## src/rtl/axi_rd_engine_pkg.sv

```systemverilog
//------------------------------------------------------------------------------
// axi_rd_engine_pkg : AXI constants and engine state encoding
// Rev 1.0
//------------------------------------------------------------------------------
`default_nettype none

package axi_rd_engine_pkg;

  localparam logic [1:0]  AXI_BURST_INCR   = 2'b01;
  localparam logic [2:0]  AXI_SIZE_64B     = 3'd6;
  localparam int unsigned AXI_4KB_BOUNDARY = 4096;
  localparam int unsigned AXI_BEAT_BYTES   = 64;

  typedef enum logic [1:0] {
    IDLE  = 2'd0,
    ISSUE = 2'd1,
    DRAIN = 2'd2
  } rd_state_e;

endpackage

`default_nettype wire

```

## src/rtl/axi_bus_t.sv

```systemverilog
//------------------------------------------------------------------------------
// axi_bus_t : AXI4 bus bundle with master and slave views
// Rev 1.0
//------------------------------------------------------------------------------
`default_nettype none

interface axi_bus_t #(
  parameter int ADDR_W = 64,
  parameter int DATA_W = 512,
  parameter int ID_W   = 4
);
  logic [ID_W-1:0]     awid;
  logic [ADDR_W-1:0]   awaddr;
  logic [7:0]          awlen;
  logic [2:0]          awsize;
  logic [1:0]          awburst;
  logic                awvalid;
  logic                awready;
  logic [DATA_W-1:0]   wdata;
  logic [DATA_W/8-1:0] wstrb;
  logic                wlast;
  logic                wvalid;
  logic                wready;
  logic [ID_W-1:0]     bid;
  logic [1:0]          bresp;
  logic                bvalid;
  logic                bready;
  logic [ID_W-1:0]     arid;
  logic [ADDR_W-1:0]   araddr;
  logic [7:0]          arlen;
  logic [2:0]          arsize;
  logic [1:0]          arburst;
  logic                arvalid;
  logic                arready;
  logic [ID_W-1:0]     rid;
  logic [DATA_W-1:0]   rdata;
  logic [1:0]          rresp;
  logic                rlast;
  logic                rvalid;
  logic                rready;

  modport master (
    output awid, awaddr, awlen, awsize, awburst, awvalid, input awready,
    output wdata, wstrb, wlast, wvalid, input wready,
    input  bid, bresp, bvalid, output bready,
    output arid, araddr, arlen, arsize, arburst, arvalid, input arready,
    input  rid, rdata, rresp, rlast, rvalid, output rready
  );

  modport slave (
    input  awid, awaddr, awlen, awsize, awburst, awvalid, output awready,
    input  wdata, wstrb, wlast, wvalid, output wready,
    output bid, bresp, bvalid, input bready,
    input  arid, araddr, arlen, arsize, arburst, arvalid, output arready,
    output rid, rdata, rresp, rlast, rvalid, input rready
  );
endinterface

`default_nettype wire

```

## src/rtl/axi_rd_engine.sv

```systemverilog
//------------------------------------------------------------------------------
// axi_rd_engine : splits a beat-count read command into 4KB-safe AXI bursts
// Rev 1.0
//------------------------------------------------------------------------------
`default_nettype none

module axi_rd_engine
  import axi_rd_engine_pkg::*;
#(
  parameter int M_AXI_ADDR_WIDTH = 64,
  parameter int M_AXI_DATA_WIDTH = 512,
  parameter int M_AXI_ID_WIDTH   = 4,
  parameter int MAX_BURST_BEATS  = 64,
  parameter int MAX_OUTSTANDING  = 4
) (
  input  logic                        clk,
  input  logic                        rst,
  input  logic                        cmd_valid,
  output logic                        cmd_ready,
  input  logic [M_AXI_ADDR_WIDTH-1:0] cmd_addr,
  input  logic [31:0]                 cmd_beats,
  output logic                        out_valid,
  input  logic                        out_ready,
  output logic [M_AXI_DATA_WIDTH-1:0] out_data,
  output logic                        out_last,
  output logic                        done,
  axi_bus_t.master                    m_axi
);

  localparam int          OUT_W         = $clog2(MAX_OUTSTANDING + 1);
  localparam int          BEAT_BITS     = $clog2(AXI_BEAT_BYTES);
  localparam int          PAGE_BITS     = $clog2(AXI_4KB_BOUNDARY);
  localparam logic [31:0] BEATS_PER_4KB = 32'(AXI_4KB_BOUNDARY / AXI_BEAT_BYTES);

  rd_state_e                   r_state;
  rd_state_e                   w_state_nxt;
  logic [M_AXI_ADDR_WIDTH-1:0] r_addr;
  logic [31:0]                 r_remaining;
  logic [31:0]                 r_beat_cnt;
  logic [31:0]                 r_last_idx;
  logic [OUT_W-1:0]            r_outstanding;

  logic        w_cmd_ready;
  logic        w_arvalid;
  logic        w_done;
  logic        w_cmd_hs;
  logic        w_ar_hs;
  logic        w_r_hs;
  logic        w_rlast_hs;
  logic        w_last_beat;
  logic        w_final_hs;
  logic [31:0] w_burst_len;
  logic        w_unused;

  // Burst may not exceed the remaining beats, the burst cap, or the 4KB page.
  function automatic logic [31:0] f_burst_len(
    input logic [31:0]                 remaining,
    input logic [M_AXI_ADDR_WIDTH-1:0] addr
  );
    logic [31:0] len;
    logic [31:0] to_boundary;
    to_boundary = BEATS_PER_4KB - 32'(addr[PAGE_BITS-1:BEAT_BITS]);
    len = remaining;
    if (len > 32'(MAX_BURST_BEATS)) len = 32'(MAX_BURST_BEATS);
    if (len > to_boundary)          len = to_boundary;
    return len;
  endfunction

  assign w_burst_len = f_burst_len(r_remaining, r_addr);
  assign w_cmd_hs    = cmd_valid && w_cmd_ready;
  assign w_ar_hs     = w_arvalid && m_axi.arready;
  assign w_r_hs      = m_axi.rvalid && out_ready;
  assign w_rlast_hs  = w_r_hs && m_axi.rlast;
  assign w_last_beat = (r_state != IDLE) && (r_beat_cnt == r_last_idx);
  assign w_final_hs  = (r_state == DRAIN) && w_r_hs && w_last_beat;

  always_ff @(posedge clk) begin
    if (rst) r_state <= IDLE;
    else     r_state <= w_state_nxt;
  end

  always_comb begin
    w_state_nxt = r_state;
    case (r_state)
      IDLE:    if (w_cmd_hs) w_state_nxt = ISSUE;
      ISSUE:   if (w_ar_hs && (w_burst_len == r_remaining)) w_state_nxt = DRAIN;
      DRAIN:   if (w_final_hs) w_state_nxt = IDLE;
      default: w_state_nxt = IDLE;
    endcase
  end

  // Gated by rst so the reset cycle itself presents a quiet interface.
  always_comb begin
    w_cmd_ready = 1'b0;
    w_arvalid   = 1'b0;
    w_done      = 1'b0;
    if (!rst) begin
      w_cmd_ready = (r_state == IDLE);
      w_arvalid   = (r_state == ISSUE) && (r_outstanding < OUT_W'(MAX_OUTSTANDING));
      w_done      = w_final_hs;
    end
  end

  always_ff @(posedge clk) begin
    if (rst) begin
      r_addr        <= '0;
      r_remaining   <= '0;
      r_beat_cnt    <= '0;
      r_last_idx    <= '0;
      r_outstanding <= '0;
    end else begin
      if (w_cmd_hs) begin
        r_addr      <= cmd_addr;
        r_remaining <= cmd_beats;
        r_last_idx  <= cmd_beats - 32'd1;
        r_beat_cnt  <= '0;
      end else begin
        if (w_ar_hs) begin
          r_addr      <= r_addr + (M_AXI_ADDR_WIDTH'(w_burst_len) << BEAT_BITS);
          r_remaining <= r_remaining - w_burst_len;
        end
        if (w_r_hs && (r_state != IDLE)) r_beat_cnt <= r_beat_cnt + 32'd1;
      end
      case ({w_ar_hs, w_rlast_hs})
        2'b10:   r_outstanding <= r_outstanding + OUT_W'(1);
        2'b01:   r_outstanding <= r_outstanding - OUT_W'(1);
        default: r_outstanding <= r_outstanding;
      endcase
    end
  end

  assign cmd_ready = w_cmd_ready;
  assign done      = w_done;
  assign out_valid = m_axi.rvalid;
  assign out_data  = m_axi.rdata;
  assign out_last  = w_last_beat;

  assign m_axi.arid    = '0;
  assign m_axi.araddr  = r_addr;
  assign m_axi.arlen   = 8'(w_burst_len - 32'd1);
  assign m_axi.arsize  = AXI_SIZE_64B;
  assign m_axi.arburst = AXI_BURST_INCR;
  assign m_axi.arvalid = w_arvalid;
  assign m_axi.rready  = out_ready;

  // Read-only engine: write channels are parked.
  assign m_axi.awid    = '0;
  assign m_axi.awaddr  = '0;
  assign m_axi.awlen   = '0;
  assign m_axi.awsize  = '0;
  assign m_axi.awburst = '0;
  assign m_axi.awvalid = 1'b0;
  assign m_axi.wdata   = '0;
  assign m_axi.wstrb   = '0;
  assign m_axi.wlast   = 1'b0;
  assign m_axi.wvalid  = 1'b0;
  assign m_axi.bready  = 1'b1;

  assign w_unused = ^{m_axi.awready, m_axi.wready, m_axi.bid, m_axi.bresp,
                      m_axi.bvalid, m_axi.rid, m_axi.rresp};

endmodule

`default_nettype wire

```

## src/flat_wrapper.sv

```systemverilog
// flat-port wrapper written by rule: the top's interface ports become plain ports
module axi_rd_engine_flat import axi_rd_engine_pkg::*;
#(
  parameter int M_AXI_ADDR_WIDTH = 64,
  parameter int M_AXI_DATA_WIDTH = 512,
  parameter int M_AXI_ID_WIDTH   = 4,
  parameter int MAX_BURST_BEATS  = 64,
  parameter int MAX_OUTSTANDING  = 4
)
  (clk, rst, cmd_valid, cmd_ready, cmd_addr, cmd_beats, out_valid, out_ready, out_data, out_last, done, m_axi_awid, m_axi_awaddr, m_axi_awlen, m_axi_awsize, m_axi_awburst, m_axi_awvalid, m_axi_awready, m_axi_wdata, m_axi_wstrb, m_axi_wlast, m_axi_wvalid, m_axi_wready, m_axi_bid, m_axi_bresp, m_axi_bvalid, m_axi_bready, m_axi_arid, m_axi_araddr, m_axi_arlen, m_axi_arsize, m_axi_arburst, m_axi_arvalid, m_axi_arready, m_axi_rid, m_axi_rdata, m_axi_rresp, m_axi_rlast, m_axi_rvalid, m_axi_rready);
  axi_bus_t #(.ADDR_W((64)), .DATA_W((512)), .ID_W((4))) m_axi_i ();
  input  logic clk;
  input  logic rst;
  input  logic cmd_valid;
  output logic cmd_ready;
  input  logic [M_AXI_ADDR_WIDTH-1:0] cmd_addr;
  input  logic [31:0] cmd_beats;
  output logic out_valid;
  input  logic out_ready;
  output logic [M_AXI_DATA_WIDTH-1:0] out_data;
  output logic out_last;
  output logic done;
  output wire logic [$bits(m_axi_i.awid)-1:0] m_axi_awid;
  output wire logic [$bits(m_axi_i.awaddr)-1:0] m_axi_awaddr;
  output wire logic [$bits(m_axi_i.awlen)-1:0] m_axi_awlen;
  output wire logic [$bits(m_axi_i.awsize)-1:0] m_axi_awsize;
  output wire logic [$bits(m_axi_i.awburst)-1:0] m_axi_awburst;
  output wire logic [$bits(m_axi_i.awvalid)-1:0] m_axi_awvalid;
  input wire logic [$bits(m_axi_i.awready)-1:0] m_axi_awready;
  output wire logic [$bits(m_axi_i.wdata)-1:0] m_axi_wdata;
  output wire logic [$bits(m_axi_i.wstrb)-1:0] m_axi_wstrb;
  output wire logic [$bits(m_axi_i.wlast)-1:0] m_axi_wlast;
  output wire logic [$bits(m_axi_i.wvalid)-1:0] m_axi_wvalid;
  input wire logic [$bits(m_axi_i.wready)-1:0] m_axi_wready;
  input wire logic [$bits(m_axi_i.bid)-1:0] m_axi_bid;
  input wire logic [$bits(m_axi_i.bresp)-1:0] m_axi_bresp;
  input wire logic [$bits(m_axi_i.bvalid)-1:0] m_axi_bvalid;
  output wire logic [$bits(m_axi_i.bready)-1:0] m_axi_bready;
  output wire logic [$bits(m_axi_i.arid)-1:0] m_axi_arid;
  output wire logic [$bits(m_axi_i.araddr)-1:0] m_axi_araddr;
  output wire logic [$bits(m_axi_i.arlen)-1:0] m_axi_arlen;
  output wire logic [$bits(m_axi_i.arsize)-1:0] m_axi_arsize;
  output wire logic [$bits(m_axi_i.arburst)-1:0] m_axi_arburst;
  output wire logic [$bits(m_axi_i.arvalid)-1:0] m_axi_arvalid;
  input wire logic [$bits(m_axi_i.arready)-1:0] m_axi_arready;
  input wire logic [$bits(m_axi_i.rid)-1:0] m_axi_rid;
  input wire logic [$bits(m_axi_i.rdata)-1:0] m_axi_rdata;
  input wire logic [$bits(m_axi_i.rresp)-1:0] m_axi_rresp;
  input wire logic [$bits(m_axi_i.rlast)-1:0] m_axi_rlast;
  input wire logic [$bits(m_axi_i.rvalid)-1:0] m_axi_rvalid;
  output wire logic [$bits(m_axi_i.rready)-1:0] m_axi_rready;
  assign m_axi_awid = m_axi_i.awid;
  assign m_axi_awaddr = m_axi_i.awaddr;
  assign m_axi_awlen = m_axi_i.awlen;
  assign m_axi_awsize = m_axi_i.awsize;
  assign m_axi_awburst = m_axi_i.awburst;
  assign m_axi_awvalid = m_axi_i.awvalid;
  assign m_axi_i.awready = m_axi_awready;
  assign m_axi_wdata = m_axi_i.wdata;
  assign m_axi_wstrb = m_axi_i.wstrb;
  assign m_axi_wlast = m_axi_i.wlast;
  assign m_axi_wvalid = m_axi_i.wvalid;
  assign m_axi_i.wready = m_axi_wready;
  assign m_axi_i.bid = m_axi_bid;
  assign m_axi_i.bresp = m_axi_bresp;
  assign m_axi_i.bvalid = m_axi_bvalid;
  assign m_axi_bready = m_axi_i.bready;
  assign m_axi_arid = m_axi_i.arid;
  assign m_axi_araddr = m_axi_i.araddr;
  assign m_axi_arlen = m_axi_i.arlen;
  assign m_axi_arsize = m_axi_i.arsize;
  assign m_axi_arburst = m_axi_i.arburst;
  assign m_axi_arvalid = m_axi_i.arvalid;
  assign m_axi_i.arready = m_axi_arready;
  assign m_axi_i.rid = m_axi_rid;
  assign m_axi_i.rdata = m_axi_rdata;
  assign m_axi_i.rresp = m_axi_rresp;
  assign m_axi_i.rlast = m_axi_rlast;
  assign m_axi_i.rvalid = m_axi_rvalid;
  assign m_axi_rready = m_axi_i.rready;
  axi_rd_engine #(.M_AXI_ADDR_WIDTH(M_AXI_ADDR_WIDTH), .M_AXI_DATA_WIDTH(M_AXI_DATA_WIDTH), .M_AXI_ID_WIDTH(M_AXI_ID_WIDTH), .MAX_BURST_BEATS(MAX_BURST_BEATS), .MAX_OUTSTANDING(MAX_OUTSTANDING)) u_core (.clk(clk), .rst(rst), .cmd_valid(cmd_valid), .cmd_ready(cmd_ready), .cmd_addr(cmd_addr), .cmd_beats(cmd_beats), .out_valid(out_valid), .out_ready(out_ready), .out_data(out_data), .out_last(out_last), .done(done), .m_axi(m_axi_i));
endmodule
```

## config.mk

```make
export PLATFORM = sky130hd
export DESIGN_NAME = axi_rd_engine_flat
export DESIGN_NICKNAME = d
export VERILOG_FILES = /design/src/rtl/axi_rd_engine_pkg.sv /design/src/rtl/axi_bus_t.sv /design/src/rtl/axi_rd_engine.sv /design/src/flat_wrapper.sv
export SDC_FILE = /design/constraint.sdc
export NUM_CORES = 1
export LEC_CHECK = 0
export CORE_AREA = 2 2 745 747
export CTS_BUF_LIST = sky130_fd_sc_hd__clkbuf_8
export CTS_CLUSTER_SIZE = 20
export DETAILED_ROUTE_END_ITERATION = 12
export DIE_AREA = 0 0 747 749
export DONT_BUFFER_PORTS = 1
export PLACE_DENSITY = 0.3
export SETUP_SLACK_MARGIN = 0.05
export SLEW_MARGIN = 40
export SYNTH_ARGS = -nofsm -noshare
export SYNTH_HDL_FRONTEND = slang
export SYNTH_SLANG_ARGS = --single-unit
```

## constraint.sdc

```tcl
create_clock -name clk -period 6.98 [get_ports clk]
set_input_delay 1.396 -clock clk [delete_from_list [all_inputs] [get_ports clk]]
set_output_delay 1.396 -clock clk [all_outputs]
set_load 0.02 [all_outputs]
```

# Yosys cells after proc, flatten, opt, wreduce, memory -nomap -nowiden
# Cells that the tools add are included.
# W data, S select, Z words.
# totals
in_bits	630
regBits	165
out_inout_bits	1260
word_cells	56
# classes
n_eq_ne	9
n_reduce_logical	16
order_cmp	3
n_mux	14
add_sub_neg	8
# op_table
cell	count
$mux W32	4
$mux W64	2
$add A64 B38 Y64	1
$eq A32 B32 Y1	2
$add A32 B1 Y32 const B	1
$gt A32 B32 Y1	1
$gt A32 B7 Y1 const B	1
$sub A32 B1 Y32 const B	1
$sub A32 B32 Y32	1
$logic_and A1 B1 Y1	10
$sub A7 B6 Y8 const A	1
$sub A8 B1 Y8 const B	1
$mux W2	3
$ne A2 B1 Y1 const B	3
$pmux W2 S3	1
$pmux W3 S2	1
$reduce_bool A2 Y1	3
$eq A2 B1 Y1 const B	2
$eq A2 B2 Y1 const B	2
$add A3 B1 Y3 const B	1
$lt A3 B3 Y1 const B	1
$mux W1	3
$reduce_and A3 Y1	1
$sub A3 B1 Y3 const B	1
other kinds (2)	2

# Logic depth before layout (Yosys ltp)
# Gate-level depths: netlist of the first run.
# depth
ltp_word	8
ltp_mapped	28
mapped_depth_nobuf	25

# Worst setup path after synthesis of the first run
# Ideal clock, no wire load.
# synth_timing
path_kind	reg-to-reg
startpoint	register u_core.r_remaining[0]
endpoint	register u_core.r_addr[56], in the netlist u_core.m_axi.araddr[56]
slack_ps	1145
arrival_ps	5750
setup_time_ps	86
required_time_ps	6894
stages_incl_launch_ff	29
n_path_buf	3
cell_sequence	dfxtp_1 nor3_1 nand2_1 a211oi_1 and2_1 ha_1 nor2b_1 o21a_1 o21a_1 o21a_1 o21ai_0 a21o_1 clkbuf_1 clkbuf_1 nand3_1 o21ai_0 ha_1 inv_1 fa_1 nor2b_1 o2111ai_1 a31o_2 nor3_2 o21a_1 o211ai_2 buf_2 a211oi_1 xnor2_1 a211oi_1
# synth_between
elab_chain_len	7
# synth_rtl
item	line_no	source
start: declaration	axi_rd_engine.sv:38	logic [31:0] r_remaining;
start signal: assignment	axi_rd_engine.sv:114	r_remaining <= cmd_beats;
start signal: assignment	axi_rd_engine.sv:120	r_remaining <= r_remaining - w_burst_len;
$gt A32 B7 Y1	axi_rd_engine.sv:64	if (len > 32'(MAX_BURST_BEATS)) len = 32'(MAX_BURST_BEATS);
$mux W32 *	axi_rd_engine.sv:64	
$gt A32 B32 Y1	axi_rd_engine.sv:65	if (len > to_boundary) len = to_boundary;
$mux W32 *	axi_rd_engine.sv:65	
$add A64 B38 Y64 *	axi_rd_engine.sv:119	r_addr <= r_addr + (M_AXI_ADDR_WIDTH'(w_burst_len) << BEAT_BITS);
$mux W64 *	axi_rd_engine.sv:118	if (w_ar_hs) begin
$mux W64 *	axi_rd_engine.sv:112	if (w_cmd_hs) begin
end signal: assignment	axi_rd_engine.sv:113	r_addr <= cmd_addr;
end signal: assignment	axi_rd_engine.sv:119	
end: declaration	axi_rd_engine.sv:37	logic [M_AXI_ADDR_WIDTH-1:0] r_addr;
# Every way passes the cells marked *; elsewhere a longest branch is shown, timed or not. The select of a mux whose other input is x is not followed.
# A chain may end at the register's enable or synchronous reset.

# Final worst setup path of the first run
# layout_timing
startpoint	register u_core.r_remaining[26]
endpoint	register u_core.r_addr[57], in the netlist u_core.m_axi.araddr[57]
# The elaborated chain is that of the path after synthesis.

==> run summary, run 1 <==
CTS root buffer: clkbuf_8
Synth Flop Type: dfxtp_1
Effective utilization at floorplan: 3.744%
CTS Buf Count: 21
Post-cts sizing count: 0
Routed len/inst: 29.04 um
Setup crit end kind: flop
Highest Clock Rate: 157.8 MHz
Final RePlAce weighted congestion: 0.7043
Seq cells post-synth: 165
Final period util: 90.82%
Worst slew margin: -55.04%
Flop pwr share: 31.4%
Initial antenna violation count: 47
Post-Syn Instances: 2,703
Vias: 14,280
Sequential area share after synthesis: 16.00%
Layout area overhead: 18.24%
CTS hold repair buffers: 0
Clk buf depth: 3
Slowest CP cell: o221a_4
CP Class: flop to flop
Row Count: 273
Core Footprint: 551,300 sq um
Clock Skews: 0.06010 ns
Mean Syn Cell Area: 7.636 sq um
Share of cells above drive strength 1: 6.059%
Post-DRT Antenna Nets: 0
Setup TNS: 0 ns
Clock slew at the register clock pins of the worst setup and hold paths: 0.12 ns
Total die area: 559,500 sq um
CTS sink cnt: 165
DP HPWL: 258.5 mm
Post-synthesis cell area: 20,640 sq um
Placed cell area: 23,910 sq um
Peak VDD IR: 101.9 uV
Asr flop ratio synth: 0%
GR Overflow Total: 0
Status: finished, violations left
Initial DRC count: 776
Filler cell count in the final layout: 65,660
Sw Pwr: 1.769 mW
Final core utilization: 4.427%
Required time worst endpoint: 7.50 ns
RSZ-0062 raised after global routing: no
H-tree levels: 4
Ys Warns: 0
Die X: 747 um
Internal Power: 1.830 mW
Post-route cell area: 24,400 sq um
Logic gate share of total power: 40.3%
Synth cell types: 78
Pre-CTS setup slack: 0.5260 ns
Worst Max-Slew Pin Slew: 2.326 ns
Final hold vios: 0
First-pass GRT wire length: 306.9 mm
Postcts setup bufs: 0
Slew Limit Fails: 13
Leak: 7.469 nW
DRT Pass-1 Iters: 5
WHS: 0.5030 ns
Port Buf Inserts: 0
CP Data Arrival Time: 6.86 ns
Vias in the first global route: 12,550
Post-synth EDFFs: 0
Tmin final: 6.339 ns
Die Y: 749 um
Clock share of power: 28.3%
Total track usage: 9.471%
Final WS setup: 0.6411 ns
Routed wire length: 277.7 mm
Remaining DRCs: 0
Vias per cell: 1.493
Failing checks: slew limit
# setup viols final: 0
IO Count: 1,890
Fin nets: 2,959
Max_cap viols: 0
Worst-path fanout max: 9
Switching Share: 49.14%
Power density over cell area: 147.5 nW/um^2
Crit path launch type: flop
Clk_lat worst skew: 0.68 ns
CTS tree: built
CP max stage delay: 0.42 ns
Hold Crit Class: flop to flop
Largest net degree at the start of global routing: 78
per-layer routing:
metal / vias to the layer above / wire (um) / track usage, % / part of all wire, %
met5: - / 113 / 0.02549 / 0.041
met4: 18 / 20800 / 5.722 / 7.5
met3: 378 / 111500 / 17.90 / 40
met2: 1520 / 107100 / 13.07 / 39
met1: 6051 / 38170 / 3.664 / 14
li1: 6311 / - / - / -
cell families after synthesis:
logic type               Yosys count  synth area share (%)
AO/OA/AOI/OAI                    431                 14.11
XOR/XNOR                         130                 5.517
adder cells (fa/ha/maj)           78                 4.838
buffers and inverters           1303                 45.28
flip-flops                       165                 16.00
multiplexers                      10                0.4850
other                              2               0.03639
AND/OR/NAND/NOR                  584                 13.72
power groups by stage:
stage | Sequential (mW) | Clock, mW | Combinational (mW)
floorplan | 1.10 | 0 | 1.73
global placement | 1.16 | 0 | 1.47
detailed placement | 1.16 | 0 | 1.48
CTS | 1.14 | 1.15 | 1.48
global route | 1.14 | 1.15 | 1.60
finish | 1.13 | 1.02 | 1.45
cells in the mapped netlist, drive strengths merged, types with 4 or more instances:
cell | instances | area (sq um)
buf | 1197 | 8949
nand2 | 182 | 685.7
dfxtp | 165 | 3303
nor2 | 136 | 510.5
a21oi | 109 | 556.8
xnor2 | 90 | 788.3
ha | 75 | 938.4
o21ai | 65 | 329.1
a211oi | 56 | 420.4
nand3 | 56 | 280.3
clkbuf | 55 | 206.5
nor3 | 51 | 297.8
inv | 50 | 187.7
a21o | 44 | 331.6
xor2 | 40 | 350.3
nand4 | 27 | 168.9
a22oi | 24 | 180.2
nor4 | 22 | 150.1
or3 | 22 | 137.6
and3 | 21 | 131.4
a31oi | 19 | 118.9
o21a | 18 | 135.1
o21bai | 14 | 105.1
nor2b | 13 | 81.33
a311oi | 12 | 105.1
o211ai | 12 | 95.09
and2 | 11 | 68.82
mux2i | 10 | 100.1
and4 | 9 | 78.83
nand2b | 9 | 56.30
a221oi | 7 | 61.31
nand3b | 7 | 52.55
o22ai | 6 | 37.54
or2 | 6 | 37.54
nor3b | 5 | 37.54
a2111oi | 4 | 47.55
a32oi | 4 | 35.03
o31ai | 4 | 30.03
state kept, by name, summed over array words and instances (netlist names):
signal                cells
u_core.r_last_idx        32
u_core.r_remaining       32
u_core.r_state            2
u_core.r_beat_cnt        32
u_core.r_outstanding      3
u_core.m_axi.araddr      64
placed cells by master, fill, tap and decap left out, types with 19 or more instances in the layout:
master,Yosys,final
conb_1,2,719
nand2_1,181,180
dfxtp_1,165,162
nor2_1,136,135
a21oi_1,108,108
xnor2_1,90,86
ha_1,75,75
o21ai_0,61,61
a211oi_1,56,56
nand3_1,56,55
buf_4,1184,54
inv_1,49,49
nor3_1,45,44
a21o_1,43,43
xor2_1,40,40
nand4_1,27,27
a22oi_1,24,24
or3_1,22,22
and3_1,21,21
clkbuf_8,0,21
a31oi_1,19,19
final timing paths:
path | from | to | slack [ns] | cells past startpoint
worst min register to register | u_core.r_last_idx[2] | u_core.r_last_idx[2] | 0.50 | 2
worst max register to register | u_core.r_remaining[26] | u_core.m_axi.araddr[57] | 0.64 | 27
worst min-delay path | u_core.r_last_idx[2] | u_core.r_last_idx[2] | 0.50 | 2
worst max-delay path | u_core.r_remaining[26] | u_core.m_axi.araddr[57] | 0.64 | 27
through the flow:
stage,power [mW],cells
2_1_floorplan,2.832,3420
3_3_place_gp,2.631,9514
3_5_place_dp,2.637,9515
4_1_cts,3.770,9548
5_1_grt,3.895,9552
6_report,3.599,9562
worst max-delay path, delay by kind of cell (launching register included):
family	cells	cell delay [ns]
buffers and inverters	6	1.04
AND/OR/NAND/NOR	5	1.12
flip-flops	1	0.37
multiplexers	1	0.25
adder cells (fa/ha/maj)	2	0.58
AO/OA/AOI/OAI	13	2.82
cell type report:
cell class | instances | area (sq um) | share of cell area (%)
Sequential cell | 165 | 3307 | 13.55
Inverter | 51 | 191.4 | 0.7844
Clock inverter | 12 | 166.4 | 0.6819
Multi-Input combinational cell | 1952 | 10780 | 44.17
Clock buffer | 21 | 289.0 | 1.184
Timing Repair Buffer | 60 | 519.2 | 2.128
Antenna cell | 14 | 35.03 | 0.1436
Tap cell | 7287 | 9117 | 37.36
(Power assumes the default switching activity.)
==> inputs of run 2 (changes only) <==
HOLD_SLACK_MARGIN = 0.12   (was unset)
==> results of run 2 <==
Same layout as run 1: the final DEF is identical, and so are final timing and power.
==> inputs of run 3 (changes only) <==
==> constraint.sdc (replaced) <==
create_clock -name clk -period 6.98 [get_ports clk]
set_input_delay 2.094 -clock clk [delete_from_list [all_inputs] [get_ports clk]]
set_output_delay 2.094 -clock clk [all_outputs]
set_load 0.02 [all_outputs]
==> run 3 against run 2 <==
Compared with the run above: the flow still finishes with violations (slew limit); critical path type is now flop to primary output; power is 6.3% higher; fmax down 3.8%; sequential share of layout area down 0.25 points; clock power about the same; first-iteration DRC count grew 3.9%; design area grew 2.0%; hold slack improved by 0.0082 ns; die area did not move; sequential cell count unchanged; non-clock buffer count up 25; clock-buffer cell count rose by 1; global-route usage is essentially flat.
==> run summary, run 3 (same netlist as run 1, synthesis figures left out) <==
Status: finished, violations left
Failing checks: slew limit
RSZ-0062 raised after global routing: yes
Final core utilization: 4.514%
Setup TNS: 0 ns
Highest Clock Rate: 151.8 MHz
Core Footprint: 551,300 sq um
H-tree levels: 4
Crit path from: u_core.r_remaining[29]
Crit path launch type: flop
Initial antenna violation count: 48
Slew Limit Fails: 13
CTS tree: built
Die X: 747 um
Clock slew at the register clock pins of the worst setup and hold paths: 0.12 ns
Clock Skews: 0.05073 ns
Most frequent cells in the layout: 719 x conb_1, 181 x nand2_1, 162 x dfxtp_1, 135 x nor2_1, 108 x a21oi_1
CTS sink cnt: 165
IO Count: 1,890
Worst-path fanout max: 5
Initial DRC count: 806
Final hold vios: 0
Leak: 7.676 nW
Vias: 14,590
Total track usage: 9.481%
Hold path startpoint: u_core.r_outstanding[2]
Hold Crit Class: flop to flop
Total die area: 559,500 sq um
Routed wire length: 277.5 mm
CP max stage delay: 0.38 ns
Setup crit end kind: primary output
Remaining DRCs: 0
Most frequent CP cell: buf_4
Effective utilization at floorplan: 3.744%
CTS Buf Count: 21
CP Data Arrival Time: 4.49 ns
FF-to-FF Start: u_core.r_remaining[29]
Required time worst endpoint: 4.89 ns
Vias per cell: 1.521
GR Overflow Total: 0
Layout area overhead: 20.57%
Max_cap viols: 0
CP Class: flop to primary output
Worst Max-Slew Pin Slew: 2.564 ns
Row Count: 273
Port Buf Inserts: 0
Commonest non-fill, non-tap cell in the layout: conb_1
Power density over cell area: 153.7 nW/um^2
Filler cell count in the final layout: 65,630
Peak VDD IR: 77.83 uV
First-pass GRT wire length: 307.6 mm
Routed len/inst: 28.93 um
CTS root buffer: clkbuf_8
Clk buf depth: 3
Final period util: 94.36%
Slowest CP cell: dfxtp_4
Worst slew margin: -70.95%
Largest net degree at the start of global routing: 78
Final RePlAce weighted congestion: 0.7086
Fin nets: 2,984
Post-DRT Antenna Nets: 0
# setup viols final: 0
Max FFs per register: 64
DP HPWL: 258.0 mm
DRT Pass-1 Iters: 5
Die Y: 749 um
Tmin final: 6.586 ns
Share of cells above drive strength 1: 7.743%
Cell Chain, Critical Path: nor4_4 > buf_4 > nand3_2 > buf_4 > a211oi_2 > buf_4 > and2_1 > ha_1 > nor2b_1 > o21a_1 > o21a_1 > o21a_1 > o21ai_0 > a21o_1 > buf_6 > buf_4 > mux2i_4 > buf_6 > nand3_4 > xnor2_4 > buf_12
Clk_lat worst skew: 0.66 ns
Vias in the first global route: 12,890
run 3: worst max-delay path, delay by kind of cell, from the launching register on:
family / cells / cell delay, ns
XOR/XNOR: 1 / 0.19
AND/OR/NAND/NOR: 5 / 0.73
AO/OA/AOI/OAI: 6 / 0.98
flip-flops: 1 / 0.38
multiplexers: 1 / 0.23
adder cells (fa/ha/maj): 1 / 0.25
buffers and inverters: 7 / 1.03
run 3: power by group:
| group | internal, mW | leakage (nW) | switching, mW |
|---|---|---|---|
| combinational | 0.552 | 6.09 | 1.09 |
| clock | 0.453 | 0.237 | 0.601 |
| sequential | 1.00 | 1.35 | 0.129 |
| total | 2.01 | 7.68 | 1.82 |
run 3: worst paths after layout:
| check | end | slack, ns | cells after the start |
|---|---|---|---|
| setup / recovery | m_axi_arlen[6] | 0.39 | 21 |
| setup reg to reg | u_core.m_axi.araddr[47] | 0.62 | 30 |
| hold reg to reg | u_core.r_outstanding[2] | 0.51 | 2 |
| hold / removal | u_core.r_outstanding[2] | 0.51 | 2 |
run 3: routing by layer:
metal	up-vias	global-route usage, %	share of wire [%]
li1	6365	-	-
met1	6252	3.608	13
met2	1604	13.18	39
met3	353	18.03	41
met4	16	5.512	7.2
met5	-	0	0.044
run 3: area by class of cell:
cell class / instances / area (sq um) / share of cell area, %
Clock buffer: 22 / 302.8 / 1.217
Clock inverter: 11 / 173.9 / 0.6988
Multi-Input combinational cell: 1952 / 10910 / 43.84
Antenna cell: 22 / 55.05 / 0.2212
Tap cell: 7287 / 9117 / 36.64
Inverter: 51 / 192.7 / 0.7743
Timing Repair Buffer: 85 / 825.8 / 3.318
Sequential cell: 165 / 3309 / 13.30
run 3: what timing repair did:
item,in CTS,in global routing
gates cloned,0,0
buffers inserted,10,1
gates resized for setup,12,23
setup endpoints to repair,6,5
hold buffers,0,0
pin swaps,4,3
run 3: per-stage QoR:
stage	std cells	hold WS [ns]	area, sq um	setup slack [ns]	total power, mW
after global routing	9578	0.5354	24840	0.02866	4.123
after CTS	9572	0.5149	24710	0.03760	3.916
after floorplan	3420	0.4585	23330	0.6665	2.832
after global placement	9528	0.4836	24060	0.3627	2.705
final	9595	0.5112	24890	0.3937	3.825
after detailed placement	9529	0.4926	24110	0.3838	2.710
